$ cat src/rtl/ibex_cheri_memchecker_mo.sv
// CHERI memory access checker with support for several outstanding requests.
// Every granted request is checked against the authorising capability. Its
// exception vector is queued and handed back together with the matching
// rvalid. Capability accesses take two bus beats, and both beats report the
// result of a single bounds check made at the first beat.
`timescale 1ns/1ps
module ibex_cheri_memchecker_mo #(
  parameter bit          DataMem        = 1'b1,
  parameter int unsigned MaxOutstanding = 2,
  parameter int unsigned AddrWidth      = 32,
  parameter int unsigned PermWidth      = 31,
  parameter int unsigned PermLoadIdx    = 2,
  parameter int unsigned PermStoreIdx   = 3,
  parameter int unsigned PermExecIdx    = 1,
  parameter int unsigned CapBytes       = 8,
  parameter bit          StableOut      = 1'b1
) (
  input  logic                                  clk_i,
  input  logic                                  rst_ni,
  input  logic                                  auth_tag_i,
  input  logic                                  auth_sealed_i,
  input  logic [AddrWidth-1:0]                  auth_base_i,
  input  logic [AddrWidth:0]                    auth_top_i,
  input  logic [PermWidth-1:0]                  auth_perms_i,
  input  logic                                  data_req_i,
  input  logic                                  data_gnt_i,
  input  logic                                  data_rvalid_i,
  input  logic [AddrWidth-1:0]                  data_addr_i,
  input  logic                                  data_we_i,
  input  logic [1:0]                            data_type_i,
  input  logic [3:0]                            data_be_i,
  input  logic                                  data_cap_i,
  output logic                                  data_req_o,
  output logic                                  data_we_o,
  output logic [5:0]                            cheri_mem_exc_o,
  output logic                                  instr_upper_exc_o,
  output logic [$clog2(MaxOutstanding+1)-1:0]   outstanding_o,
  output logic                                  spurious_rvalid_o
);

  // state | meaning
  // IDLE  | every granted beat pushes a freshly computed exception vector
  // CAP2  | first capability beat granted; next granted beat pushes the
  //       | vector latched at the first beat

  localparam int unsigned OutW   = $clog2(MaxOutstanding + 1);
  localparam int unsigned PtrW   = (MaxOutstanding > 1) ? $clog2(MaxOutstanding) : 1;
  localparam int unsigned ExtW   = AddrWidth + 1;
  localparam logic [PtrW-1:0] LastPtr = PtrW'(MaxOutstanding - 1);
  localparam logic [OutW-1:0] FullCnt = OutW'(MaxOutstanding);

  typedef enum logic {
    IDLE = 1'b0,
    CAP2 = 1'b1
  } state_e;

  state_e state_q, state_d;

  // Entry layout: {upper, LENGTH, EXEC, STORE, LOAD, SEAL, TAG}
  logic [6:0]           fifo_q [MaxOutstanding];
  logic [PtrW-1:0]      wr_ptr_q, rd_ptr_q;
  logic [OutW-1:0]      count_q;
  logic [6:0]           cap_vec_q;
  logic [6:0]           last_q;

  logic [1:0]           byte_off;
  logic [AddrWidth-1:0] eff_addr;
  logic [ExtW-1:0]      acc_size;
  logic [ExtW-1:0]      acc_end;
  logic [ExtW-1:0]      up_end;
  logic                 len_viol;
  logic                 upper_d;
  logic [5:0]           exc_d;
  logic [6:0]           fresh_vec;
  logic [6:0]           push_vec;
  logic [6:0]           head_vec;
  logic [6:0]           hold_vec;
  logic                 full, empty, push, pop;

  // The low address bits are ignored by design: requests are word aligned.
  logic unused_inputs;
  assign unused_inputs = ^{data_addr_i[1:0], auth_perms_i};

  // ---------------------------------------------------------------------
  // Access check
  // ---------------------------------------------------------------------

  // Byte offset taken from the lowest enabled byte lane (data port only).
  always_comb begin
    byte_off = 2'b00;
    if (DataMem) begin
      if (data_be_i[0])      byte_off = 2'd0;
      else if (data_be_i[1]) byte_off = 2'd1;
      else if (data_be_i[2]) byte_off = 2'd2;
      else if (data_be_i[3]) byte_off = 2'd3;
    end
  end

  assign eff_addr = {data_addr_i[AddrWidth-1:2], byte_off};

  // Number of bytes the access touches.
  always_comb begin
    acc_size = '0;
    if (!DataMem) begin
      acc_size = ExtW'(2);
    end else if (data_cap_i) begin
      acc_size = ExtW'(CapBytes);
    end else begin
      case (data_type_i)
        2'b00:   acc_size = ExtW'(4);
        2'b01:   acc_size = ExtW'(2);
        2'b10:   acc_size = ExtW'(1);
        default: acc_size = ExtW'(8);
      endcase
    end
  end

  // One extra bit keeps the carry, so an access wrapping the address space
  // ends above any representable top and is flagged.
  assign acc_end  = {1'b0, eff_addr} + acc_size;
  assign len_viol = (eff_addr < auth_base_i) | (acc_end > auth_top_i);

  // Fetches are checked as the lower halfword; the upper halfword at +2 is
  // reported separately so a 32-bit instruction straddling top is caught.
  assign up_end  = {1'b0, eff_addr | AddrWidth'(2)} + ExtW'(2);
  assign upper_d = ~DataMem & (up_end > auth_top_i);

  assign exc_d[0] = ~auth_tag_i;
  assign exc_d[1] = auth_sealed_i;
  assign exc_d[2] = DataMem & ~data_we_i & ~auth_perms_i[PermLoadIdx];
  assign exc_d[3] = DataMem &  data_we_i & ~auth_perms_i[PermStoreIdx];
  assign exc_d[4] = ~DataMem & ~auth_perms_i[PermExecIdx];
  assign exc_d[5] = len_viol;

  assign fresh_vec = {upper_d, exc_d};

  // ---------------------------------------------------------------------
  // Request path
  // ---------------------------------------------------------------------

  assign full  = (count_q == FullCnt);
  assign empty = (count_q == '0);

  // A full queue blocks the request even when a pop frees a slot this cycle,
  // which keeps the request path independent of rvalid.
  assign data_req_o = data_req_i & ~full;
  assign push       = data_req_o & data_gnt_i;
  assign pop        = data_rvalid_i & ~empty;

  // FSM state register.
  always_ff @(posedge clk_i or negedge rst_ni) begin
    if (!rst_ni) begin
      state_q <= IDLE;
    end else begin
      state_q <= state_d;
    end
  end

  // FSM next-state logic: track the second beat of a capability access.
  always_comb begin
    state_d = state_q;
    case (state_q)
      IDLE: if (push && data_cap_i) state_d = CAP2;
      CAP2: if (push)               state_d = IDLE;
      default:                      state_d = IDLE;
    endcase
  end

  // FSM outputs: choose which vector is pushed and gates the store.
  always_comb begin
    push_vec = fresh_vec;
    if (state_q == CAP2) begin
      push_vec = cap_vec_q;
    end
    data_we_o = data_we_i & ~|push_vec[5:0];
  end

  // Latch the first-beat result of a capability access for its second beat.
  always_ff @(posedge clk_i or negedge rst_ni) begin
    if (!rst_ni) begin
      cap_vec_q <= '0;
    end else if ((state_q == IDLE) && push && data_cap_i) begin
      cap_vec_q <= fresh_vec;
    end
  end

  // ---------------------------------------------------------------------
  // Exception FIFO
  // ---------------------------------------------------------------------

  // Entry storage, written at the tail on every push.
  always_ff @(posedge clk_i or negedge rst_ni) begin
    if (!rst_ni) begin
      for (int unsigned i = 0; i < MaxOutstanding; i++) begin
        fifo_q[i] <= '0;
      end
    end else if (push) begin
      fifo_q[wr_ptr_q] <= push_vec;
    end
  end

  // Pointers wrap at the queue depth, which need not be a power of two.
  always_ff @(posedge clk_i or negedge rst_ni) begin
    if (!rst_ni) begin
      wr_ptr_q <= '0;
      rd_ptr_q <= '0;
    end else begin
      if (push) begin
        wr_ptr_q <= (wr_ptr_q == LastPtr) ? '0 : wr_ptr_q + PtrW'(1);
      end
      if (pop) begin
        rd_ptr_q <= (rd_ptr_q == LastPtr) ? '0 : rd_ptr_q + PtrW'(1);
      end
    end
  end

  // Occupancy; a push and pop in the same cycle cancel out.
  always_ff @(posedge clk_i or negedge rst_ni) begin
    if (!rst_ni) begin
      count_q <= '0;
    end else begin
      case ({push, pop})
        2'b10:   count_q <= count_q + OutW'(1);
        2'b01:   count_q <= count_q - OutW'(1);
        default: count_q <= count_q;
      endcase
    end
  end

  // Remember the most recently returned vector for the hold-output mode.
  always_ff @(posedge clk_i or negedge rst_ni) begin
    if (!rst_ni) begin
      last_q <= '0;
    end else if (pop) begin
      last_q <= head_vec;
    end
  end

  // ---------------------------------------------------------------------
  // Response side
  // ---------------------------------------------------------------------

  assign head_vec = fifo_q[rd_ptr_q];
  assign hold_vec = StableOut ? last_q : 7'd0;

  // The head entry is returned in the same cycle as its rvalid.
  always_comb begin
    cheri_mem_exc_o   = hold_vec[5:0];
    instr_upper_exc_o = hold_vec[6];
    if (pop) begin
      cheri_mem_exc_o   = head_vec[5:0];
      instr_upper_exc_o = head_vec[6];
    end
  end

  assign outstanding_o     = count_q;
  assign spurious_rvalid_o = data_rvalid_i & empty;

endmodule

$ cat config.mk
export PLATFORM = sky130hd
export DESIGN_NAME = ibex_cheri_memchecker_mo
export DESIGN_NICKNAME = d
export VERILOG_FILES = /design/src/rtl/ibex_cheri_memchecker_mo.sv
export SDC_FILE = /design/constraint.sdc
export NUM_CORES = 1
export LEC_CHECK = 0
export ABC_AREA = 1
export BUFFER_PORTS_ARGS = -buffer_cell sky130_fd_sc_hd__buf_2
export CELL_PAD_IN_SITES_DETAIL_PLACEMENT = 0
export CELL_PAD_IN_SITES_GLOBAL_PLACEMENT = 1
export CORE_MARGIN = 3
export CORE_UTILIZATION = 36
export CTS_CLUSTER_DIAMETER = 150
export CTS_CLUSTER_SIZE = 8
export DETAILED_ROUTE_END_ITERATION = 16
export GPL_TIMING_DRIVEN = 0
export PLACE_DENSITY = 0.92
export SLEW_MARGIN = 20
export SYNTH_ARGS = -nofsm -noshare
export SYNTH_HDL_FRONTEND = slang
export SYNTH_SLANG_ARGS = --single-unit
$ cat constraint.sdc
create_clock -name clk_i -period 6.2 [get_ports clk_i]
set_input_delay 0.93 -clock clk_i [delete_from_list [all_inputs] [get_ports clk_i]]
set_output_delay 0.93 -clock clk_i [all_outputs]
set_load 0.03 [all_outputs]
==> impl_metrics.json, run 1 <==
{
  "status": "complete, no violations",
  "viasPerCell": 4.63,
  "total_power_mw": 0.835,
  "final_hold_viol_count": 0,
  "floorplan.initialDensity_pct": 37.7,
  "synthArstFlopShare_pct": 100,
  "hp-class": "register to register",
  "grt_usage_pct": 15.4,
  "synth_seq_area_share_pct": 16.7,
  "end_kind": "output pin",
  "cellPowerDensity_nw_per_um2": 182,
  "worstMarginPinSlew_ns": 0.558,
  "io_pins": 155,
  "clk_latency_ns": 0.27,
  "grt_max_degree": 26,
  "ys_seq_elements": 25,
  "drv_cap": 0,
  "setup_tns_ns": 0,
  "final-setup-viol-count": 0,
  "antenna_left": 0,
  "period_needed_ns": 5.69,
  "gr-total-overflow": 0,
  "h-tree-depth": 1,
  "critPathRequiredTime_ns": 5.27,
  "critPathKind": "input port to output pin",
  "cp_max_fo": 5,
  "die_h_um": 108,
  "avgSynthCellArea_um2": 6.72,
  "die_area_um2": 11700,
  "cts_buffers": 3,
  "fin_skew_ns": 0.00537,
  "p_leak_nw": 2.78,
  "cts_sinks": 25,
  "maxSlewHeadroom_pct": 62.8,
  "combPwrFrac_pct": 54.8,
  "cts-root-buf": "clkbuf_8",
  "peakVddDrop_mv": 0.162,
  "ys_warn_count": 0,
  "synthFlopType": "dfrtp_1",
  "rows": 36,
  "drt-pass1-iter-count": 4,
  "core_area_um2": 9950,
  "clkSlewWorstSetupHoldPaths_ns": 0.08,
  "wire_per_inst_um": 11.1,
  "grt_pass1_vias": 3656,
  "period_share_pct": 91.8,
  "rsz0062_at_grt": "false",
  "antenna_cells": 0,
  "start_kind": "input port",
  "switchingPower_mw": 0.380,
  "port_buffers": 121,
  "internal_power_mw": 0.455,
  "dpl.hpwl_um": 8140,
  "grt_pass1_wl_um": 15100,
  "grt_antenna_before_repair": 0,
  "cts_buffer_depth": 2,
  "drv_slew": 0,
  "layout-drive-gt1-share_pct": 21.8,
  "synth_cells": 558,
  "ys_types": 35,
  "cts_tree": "done",
  "swShare_pct": 45.5,
  "die_x_um": 108,
  "pwr-share-clk_pct": 11.4,
  "final_nets": 898,
  "whs_ns": 0.479,
  "drtIter0Drc": 96,
  "remaining_drc_errors": 0,
  "arrival_ns": 4.76,
  "vias": 3784,
  "synth_edf_count": 0,
  "ctsHoldBuffers": 0,
  "fmax_mhz": 176,
  "synthToLayoutAreaGrowth_pct": 22.2,
  "rrSetupSlack_ns": 4.24,
  "seq_power_share_pct": 33.8,
  "drt_wl_total_um": 9040,
  "gp_congestion": 0.806,
  "syn_area_um2": 3750
}
-- layout make-up --
| cell class | instances | area (µm²) |
|---|---|---|
| fill | 1079 | 5370 |
| multi-input combinational | 394 | 2610 |
| sequential | 25 | 626 |
| timing repair buffer | 121 | 606 |
| inverter | 135 | 507 |
| tap | 133 | 166 |
| clock buffer | 4 | 45.0 |
| buffer | 5 | 27.5 |
-- stage by stage --
step	cells	util [%]	setup WS [ns]	cell area, µm²
CTS	817	45.9	0.378	4570
detailed placement	813	45.5	0.379	4530
finish	817	46.0	0.506	4580
global route	817	46.0	0.0399	4580
floorplan	559	-	1.02	3750
global placement	813	45.5	0.501	4530
-- cell usage in the layout, fill, tap and decap left out, types with 4 or more instances in the layout --
cell type	synthesis	final
a21oi_1	37	37
a31oi_1	6	6
buf_2	1	122
dfrtp_1	25	25
ha_1	69	69
inv_1	135	135
nand2_1	116	116
nand2_2	4	4
nand3_1	15	15
nand4_1	17	17
nor2_1	37	37
nor2_4	4	4
nor3_1	12	11
nor4_1	4	4
o21ai_0	19	19
xnor2_1	8	8
xor2_1	23	23
-- cells by family (layout without fill, tap and decap cells) --
group	Yosys count	in the layout	share of synthesized area, %
simple gates	221	221	28.0
buf+inv	140	265	14.2
fa+ha+maj	70	70	23.6
compound gates	70	70	10.2
xor+xnor	31	31	7.24
flops	25	25	16.7
other cells	1	2	0.100
-- layer usage --
metal,vias up,routed length [µm],global-route usage [%]
met1,1649,4120,19.3
met4,0,142,3.16
met5,-,0,0
li1,2024,-,-
met2,100,4290,28.5
met3,11,484,1.55
-- registers in the layout, indices dropped and copies added, names as in the netlist --
name / count
outstanding_o: 2
wr_ptr_q: 1
state_q: 1
hold_vec: 5
rd_ptr_q: 1
cap_vec_q: 5
fifo_q: 10
-- worst max-delay path: stages --
cell and delay (ns):
buf_2 0.11, inv_1 0.05, nand2_1 0.05, nand2_1 0.05, nand2_1 0.07, inv_1 0.07
ha_1 0.20, fa_1 0.22, nand3_1 0.09, nand2_1 0.12, nand3_2 0.14, nor2_4 0.16
nand2_4 0.07, nor2_4 0.13, nand2_4 0.10, nor4_4 0.25, nand3_2 0.11, xnor2_1 0.16
ha_1 0.31, nand4_1 0.23, nor4b_2 0.34, nand4_1 0.10, nand2_1 0.11, nand3_1 0.13
a21oi_1 0.22, buf_2 0.24
-- worst paths after layout --
| check | from | endpoint | cells past startpoint |
|---|---|---|---|
| min in group asynchronous | rst_ni | hold_vec[0] | 1 |
| worst min-delay path | fifo_q[1] | fifo_q[1] | 2 |
| worst max-delay path | data_be_i[2] | data_we_o | 26 |
| max in group asynchronous | rst_ni | fifo_q[2] | 1 |
| worst max register to register | outstanding_o[0] | outstanding_o[1] | 7 |
| worst min register to register | fifo_q[1] | fifo_q[1] | 2 |
-- synthesized netlist by cell type, types with 3 or more instances --
master     n  share of area [%]
nand3_2    3               0.80
nand3_1   15                2.0
ha_1      69                 23
inv_1    135                 14
a31oi_1    6                1.0
nor2_4     4                1.2
a21oi_1   37                4.9
nor3_1    12                1.6
xnor2_1    8                1.9
nand4_1   17                2.8
nand2_1  116                 12
dfrtp_1   25                 17
nor2_1    37                3.7
nand2_2    4               0.67
nor4_1     4               0.67
xor2_1    23                5.4
o21ai_0   19                2.5
-- power groups by stage --
stage / Combinational (mW) / Clock (mW) / Sequential [mW]
2_1_floorplan: 0.310 / 0 / 0.288
3_3_place_gp: 0.443 / 0 / 0.281
3_5_place_dp: 0.461 / 0 / 0.285
4_1_cts: 0.464 / 0.0986 / 0.282
5_1_grt: 0.526 / 0.106 / 0.293
6_report: 0.458 / 0.0950 / 0.283
-- timing repair --
action | CTS | global route
setup endpoints to repair | 0 | 1
buffers inserted | 0 | 0
resized for setup | 0 | 2
Power figures use the tool's default switching activity.
==> inputs of run 2 (changes only) <==
- CELL_PAD_IN_SITES_DETAIL_PLACEMENT: 0 -> 1
==> impl_metrics.json, run 2 (same netlist as run 1, synthesis figures left out) <==
{
  "status": "complete, no violations",
  "cts_sinks": 25,
  "p_leak_nw": 2.79,
  "io_pins": 155,
  "grt_pass1_wl_um": 17900,
  "final_nets": 898,
  "crit_path_end": "data_we_o",
  "drtIter0Drc": 64,
  "worstMarginPinSlew_ns": 0.559,
  "gp_congestion": 0.806,
  "ctsHoldBuffers": 0,
  "cts_buffer_depth": 2,
  "layout-drive-gt1-share_pct": 22.8,
  "drt-pass1-iter-count": 4,
  "rows": 36,
  "rrSetupSlack_ns": 4.12,
  "maxSlewHeadroom_pct": 62.7,
  "final_hold_viol_count": 0,
  "clkSlewWorstSetupHoldPaths_ns": 0.09,
  "die_h_um": 108,
  "r2r-start": "outstanding_o[0]",
  "vias": 3957,
  "final-setup-viol-count": 0,
  "cp_max_fo": 5,
  "final_cell_mix": "135 x inv_1, 121 x buf_2, 115 x nand2_1",
  "remaining_drc_errors": 0,
  "largest_reg_flops": 10,
  "arrival_ns": 4.74,
  "fillerInstances": 1353,
  "setup_tns_ns": 0,
  "drv_cap": 0,
  "end_kind": "output pin",
  "hp-class": "register to register",
  "cts_tree": "done",
  "antenna_left": 0,
  "clk_latency_ns": 0.27,
  "critPathRequiredTime_ns": 5.27,
  "synthToLayoutAreaGrowth_pct": 23.3,
  "drt_wl_total_um": 10800,
  "core_area_um2": 9950,
  "grt_usage_pct": 18.3,
  "grt_max_degree": 26,
  "cts-root-buf": "clkbuf_8",
  "floorplan.initialDensity_pct": 37.7,
  "fmax_mhz": 177,
  "die_area_um2": 11700,
  "reg2reg_depth": 7,
  "top_register": "fifo_q",
  "port_buffers": 121,
  "cts_buffers": 3,
  "fin_skew_ns": 0.00373,
  "gr-total-overflow": 0,
  "critPathKind": "input port to output pin",
  "cp-startpoint": "data_cap_i",
  "timing.rr.end": "outstanding_o[1]",
  "cellPowerDensity_nw_per_um2": 187,
  "wire_per_inst_um": 13.2,
  "whs_ns": 0.482,
  "final_common_cell": "inv_1",
  "period_share_pct": 91.4,
  "antenna_cells": 0,
  "period_needed_ns": 5.67,
  "final_core_util_pct": 46.4,
  "h-tree-depth": 1,
  "viasPerCell": 4.84,
  "die_x_um": 108,
  "dpl.hpwl_um": 9740,
  "grt_pass1_vias": 4196,
  "drv_slew": 0,
  "start_kind": "input port",
  "rsz0062_at_grt": "false",
  "grt_antenna_before_repair": 0,
  "peakVddDrop_mv": 0.178
}
## run 2: final cells by class
type	instances	area (µm²)	area share (%)
Timing Repair Buffer	121	608	13.2
Sequential cell	25	626	13.5
Inverter	135	507	11.0
Tap cell	133	166	3.60
Multi-Input combinational cell	394	2640	57.2
Buffer	5	27.5	0.596
Clock buffer	4	45.0	0.975
## run 2: critical path: stages
cell,delay (ns)
buf_2,0.12
nor3_1,0.39
fa_2,0.31
nand3_1,0.10
nand2_2,0.12
nand3_4,0.10
nor2_4,0.13
nand2_4,0.07
nor2_4,0.13
nand2_4,0.10
nor4_4,0.34
nand3_2,0.14
xnor2_2,0.15
ha_1,0.30
nand4_1,0.23
inv_1,0.07
nand2_1,0.07
o211ai_1,0.11
nor2_1,0.13
nand3_1,0.08
nand2_1,0.11
nand3_2,0.12
a21oi_2,0.17
clkbuf_4,0.21
## run 2: report_power, final
group	internal, mW	switching (mW)
registers	0.241	0.0450
logic	0.170	0.310
clock network	0.0459	0.0499
total	0.457	0.405
## run 2: timing repair
action / in CTS / in global routing
setup buffers: 0 / 0
endpoints found under the setup margin: 0 / 1
gates resized for setup: 0 / 11
## run 2: through the flow
| step | setup WS, ns | area (µm²) | std cells | power (mW) |
|---|---|---|---|---|
| after floorplan | 1.02 | 3750 | 559 | 0.598 |
| after global placement | 0.501 | 4530 | 813 | 0.724 |
| after detailed placement | 0.336 | 4530 | 813 | 0.769 |
| after CTS | 0.330 | 4570 | 817 | 0.867 |
| after global routing | 0.0352 | 4620 | 817 | 0.952 |
| final | 0.534 | 4620 | 817 | 0.862 |
## run 2: metal layers
metal | vias up | track usage, % | wire, µm
li1 | 2020 | - | -
met1 | 1833 | 21.4 | 4520
met2 | 90 | 36.6 | 5650
met3 | 14 | 1.31 | 433
met4 | 0 | 2.89 | 147
met5 | - | 0 | 0
## run 2: worst min-delay path by stage
stage,from,end,slack [ns],cells past startpoint
4_1_cts,fifo_q[0],fifo_q[0],0.48,2
3_3_place_gp,fifo_q[0],fifo_q[0],0.46,2
5_1_grt,fifo_q[8],fifo_q[8],0.54,2
3_5_place_dp,fifo_q[0],fifo_q[0],0.46,2
2_1_floorplan,fifo_q[0],fifo_q[0],0.44,2
6_report,fifo_q[0],fifo_q[0],0.48,2
==> inputs of run 3 (changes only) <==
- ABC_AREA: 1 -> default
- CORE_UTILIZATION: 36 -> 37
- PLACE_DENSITY: 0.92 -> 0.93
==> impl_metrics.json, run 3 <==
{
  "h-tree-depth": 1,
  "remaining_drc_errors": 0,
  "gr-total-overflow": 0,
  "clkSlewWorstSetupHoldPaths_ns": 0.09,
  "final_cell_mix": "121 x buf_2, 73 x inv_1, 69 x ha_1",
  "period_share_pct": 95.4,
  "rows": 34,
  "dpl.hpwl_um": 9360,
  "cp_max_fo": 5,
  "period_needed_ns": 5.91,
  "synth_area_leader_cell": "ha_1",
  "top_register": "fifo_q",
  "critPathKind": "input port to output pin",
  "cts_sinks": 25,
  "peakVddDrop_mv": 0.120,
  "antenna_left": 0,
  "vias": 3527,
  "wire_per_inst_um": 15.3,
  "synth_area_leaders": "ha_1 25%, dfrtp_1 18%, inv_1 7.9%",
  "ys_seq_elements": 25,
  "ys_warn_count": 0,
  "hp-start": "hold_vec[2]",
  "switchingPower_mw": 0.396,
  "gp_congestion": 0.863,
  "die_area_um2": 10500,
  "viasPerCell": 5.22,
  "layout-drive-gt1-share_pct": 24.8,
  "arrival_ns": 4.98,
  "drt-pass1-iter-count": 4,
  "fillerInstances": 1142,
  "grt_usage_pct": 19.4,
  "fmax_mhz": 169,
  "combPwrFrac_pct": 55.2,
  "post_cts.repair.setup_buffers": 0,
  "critPathRequiredTime_ns": 5.27,
  "synth_edf_count": 0,
  "antenna_cells": 0,
  "grt_pass1_vias": 3757,
  "p_leak_nw": 2.35,
  "drtIter0Drc": 39,
  "worstMarginPinSlew_ns": 0.586,
  "start_kind": "input port",
  "avgSynthCellArea_um2": 7.82,
  "swShare_pct": 45.1,
  "internal_power_mw": 0.482,
  "die_x_um": 103,
  "floorplan.initialDensity_pct": 38.9,
  "final_hold_viol_count": 0,
  "grt_max_degree": 26,
  "synth_seq_area_share_pct": 18.1,
  "synthArstFlopShare_pct": 100,
  "cts-root-buf": "clkbuf_8",
  "cts_buffer_depth": 2,
  "maxSlewHeadroom_pct": 60.6,
  "hp-class": "register to register",
  "drt_wl_total_um": 10400,
  "synth_most_common_cell": "inv_1",
  "clk_latency_ns": 0.27,
  "rsz0062_at_grt": "false",
  "hold_path_end": "hold_vec[2]",
  "core_area_um2": 8890,
  "cts_tree": "done",
  "final_nets": 782,
  "cellPowerDensity_nw_per_um2": 206,
  "grt_antenna_before_repair": 0,
  "end_kind": "output pin",
  "drv_cap": 0,
  "ys_types": 57,
  "rrSetupSlack_ns": 4.29,
  "grt_pass1_wl_um": 16500,
  "fin_skew_ns": 0.00471,
  "timing.rr.end": "outstanding_o[1]",
  "synth_cells": 442,
  "final_common_cell": "buf_2",
  "r2r-start": "outstanding_o[0]",
  "setup_tns_ns": 0,
  "synthToLayoutAreaGrowth_pct": 23.2,
  "seq_power_share_pct": 33.8,
  "syn_area_um2": 3460,
  "yosysTopAreaCellShare_pct": 25.0,
  "final_core_util_pct": 47.9,
  "die_h_um": 103,
  "port_buffers": 121,
  "synthFlopType": "dfrtp_1",
  "hold_depth": 2,
  "synth_common_cells": "73 x inv_1, 69 x ha_1, 40 x nand2_1",
  "reg2reg_depth": 7,
  "cts_buffers": 3,
  "io_pins": 155,
  "status": "complete, no violations",
  "final-setup-viol-count": 0,
  "largest_reg_flops": 10,
  "pwr-share-clk_pct": 11.0,
  "drv_slew": 0
}
-- run 3: changes by cell type in the layout (fill, tap and decap cells not counted), moves of 7 or more --
cell     before  now
xor2_1       23   11
mux2i_1       0    7
nand2_1     115   40
inv_1       135   73
xnor2_1       7   24
nor2_1       36   29
-- run 3: logic make-up (layout without fill, tap and decap cells) --
| group | after synthesis | in the layout | share of synthesized area, % |
|---|---|---|---|
| other | 1 | 2 | 0.108 |
| AND/OR/NAND/NOR | 143 | 143 | 20.9 |
| buffers and inverters | 78 | 203 | 8.68 |
| multiplexers | 8 | 8 | 2.35 |
| flip-flops | 25 | 25 | 18.1 |
| adder cells (fa/ha/maj) | 70 | 70 | 25.5 |
| XOR/XNOR | 35 | 35 | 8.86 |
| AO/OA/AOI/OAI | 82 | 82 | 15.5 |
-- run 3: power by group through the flow --
stage	sequential, mW	clock [mW]	combinational [mW]
floorplan	0.296	0	0.323
CTS	0.297	0.100	0.489
finish	0.297	0.0968	0.484
detailed placement	0.300	0	0.484
global route	0.307	0.110	0.543
global placement	0.290	0	0.455
-- run 3: worst max-delay path: stages --
cell	delay, ns
buf_2	0.14
nor3b_1	0.25
ha_1	0.24
fa_1	0.23
a21oi_1	0.09
nor2_1	0.19
nor2_1	0.11
nor3_1	0.46
nand3_1	0.16
xnor2_1	0.16
ha_1	0.31
nand4_1	0.11
nor4_1	0.52
and3_1	0.28
mux2i_1	0.11
o31ai_4	0.10
nand4_1	0.14
a21oi_1	0.21
buf_2	0.23
-- run 3: layer usage --
metal | GRT usage, % | up-vias | part of all wire [%]
met5 | 0 | - | 0
met4 | 3.83 | 0 | 1.4
met3 | 1.22 | 13 | 3.0
met2 | 40.3 | 84 | 55
met1 | 21.1 | 1653 | 41
li1 | - | 1777 | -
-- run 3: repair_timing --
action,CTS,global route
endpoints found under the setup margin,0,1
hold buffers,0,0
gates resized for setup,0,2
-- run 3: area by class of cell --
class / count / area (µm²) / area share [%]
Sequential cell: 25 / 626 / 14.7
Multi-Input combinational cell: 340 / 2550 / 59.7
Inverter: 73 / 274 / 6.43
Tap cell: 108 / 135 / 3.17
Clock buffer: 3 / 41.3 / 0.969
Timing Repair Buffer: 121 / 606 / 14.2
Buffer: 5 / 26.3 / 0.617
Clock inverter: 1 / 7.51 / 0.176
-- run 3: per-stage QoR --
| step | instance area [µm²] | std cells | total power, mW | hold WS, ns | setup slack, ns |
|---|---|---|---|---|---|
| 6_report | 4260 | 676 | 0.878 | 0.491 | 0.288 |
| 5_1_grt | 4260 | 676 | 0.960 | 0.524 | 0.0319 |
| 4_1_cts | 4250 | 676 | 0.886 | 0.492 | 0.212 |
| 3_5_place_dp | 4200 | 672 | 0.784 | 0.471 | 0.208 |
| 3_3_place_gp | 4200 | 672 | 0.744 | 0.458 | 0.321 |
| 2_1_floorplan | 3460 | 443 | 0.619 | 0.450 | 0.934 |
-- run 3: how the worst max path moves through the flow --
stage | from | endpoint | slack (ns) | cells past startpoint
final | data_cap_i | data_we_o | 0.29 | 19
after global routing | data_be_i[2] | data_we_o | 0.03 | 21
after CTS | data_be_i[1] | data_we_o | 0.21 | 18
after detailed placement | data_be_i[1] | data_we_o | 0.21 | 18
after global placement | data_be_i[1] | data_we_o | 0.32 | 18
after floorplan | data_be_i[1] | data_we_o | 0.93 | 16
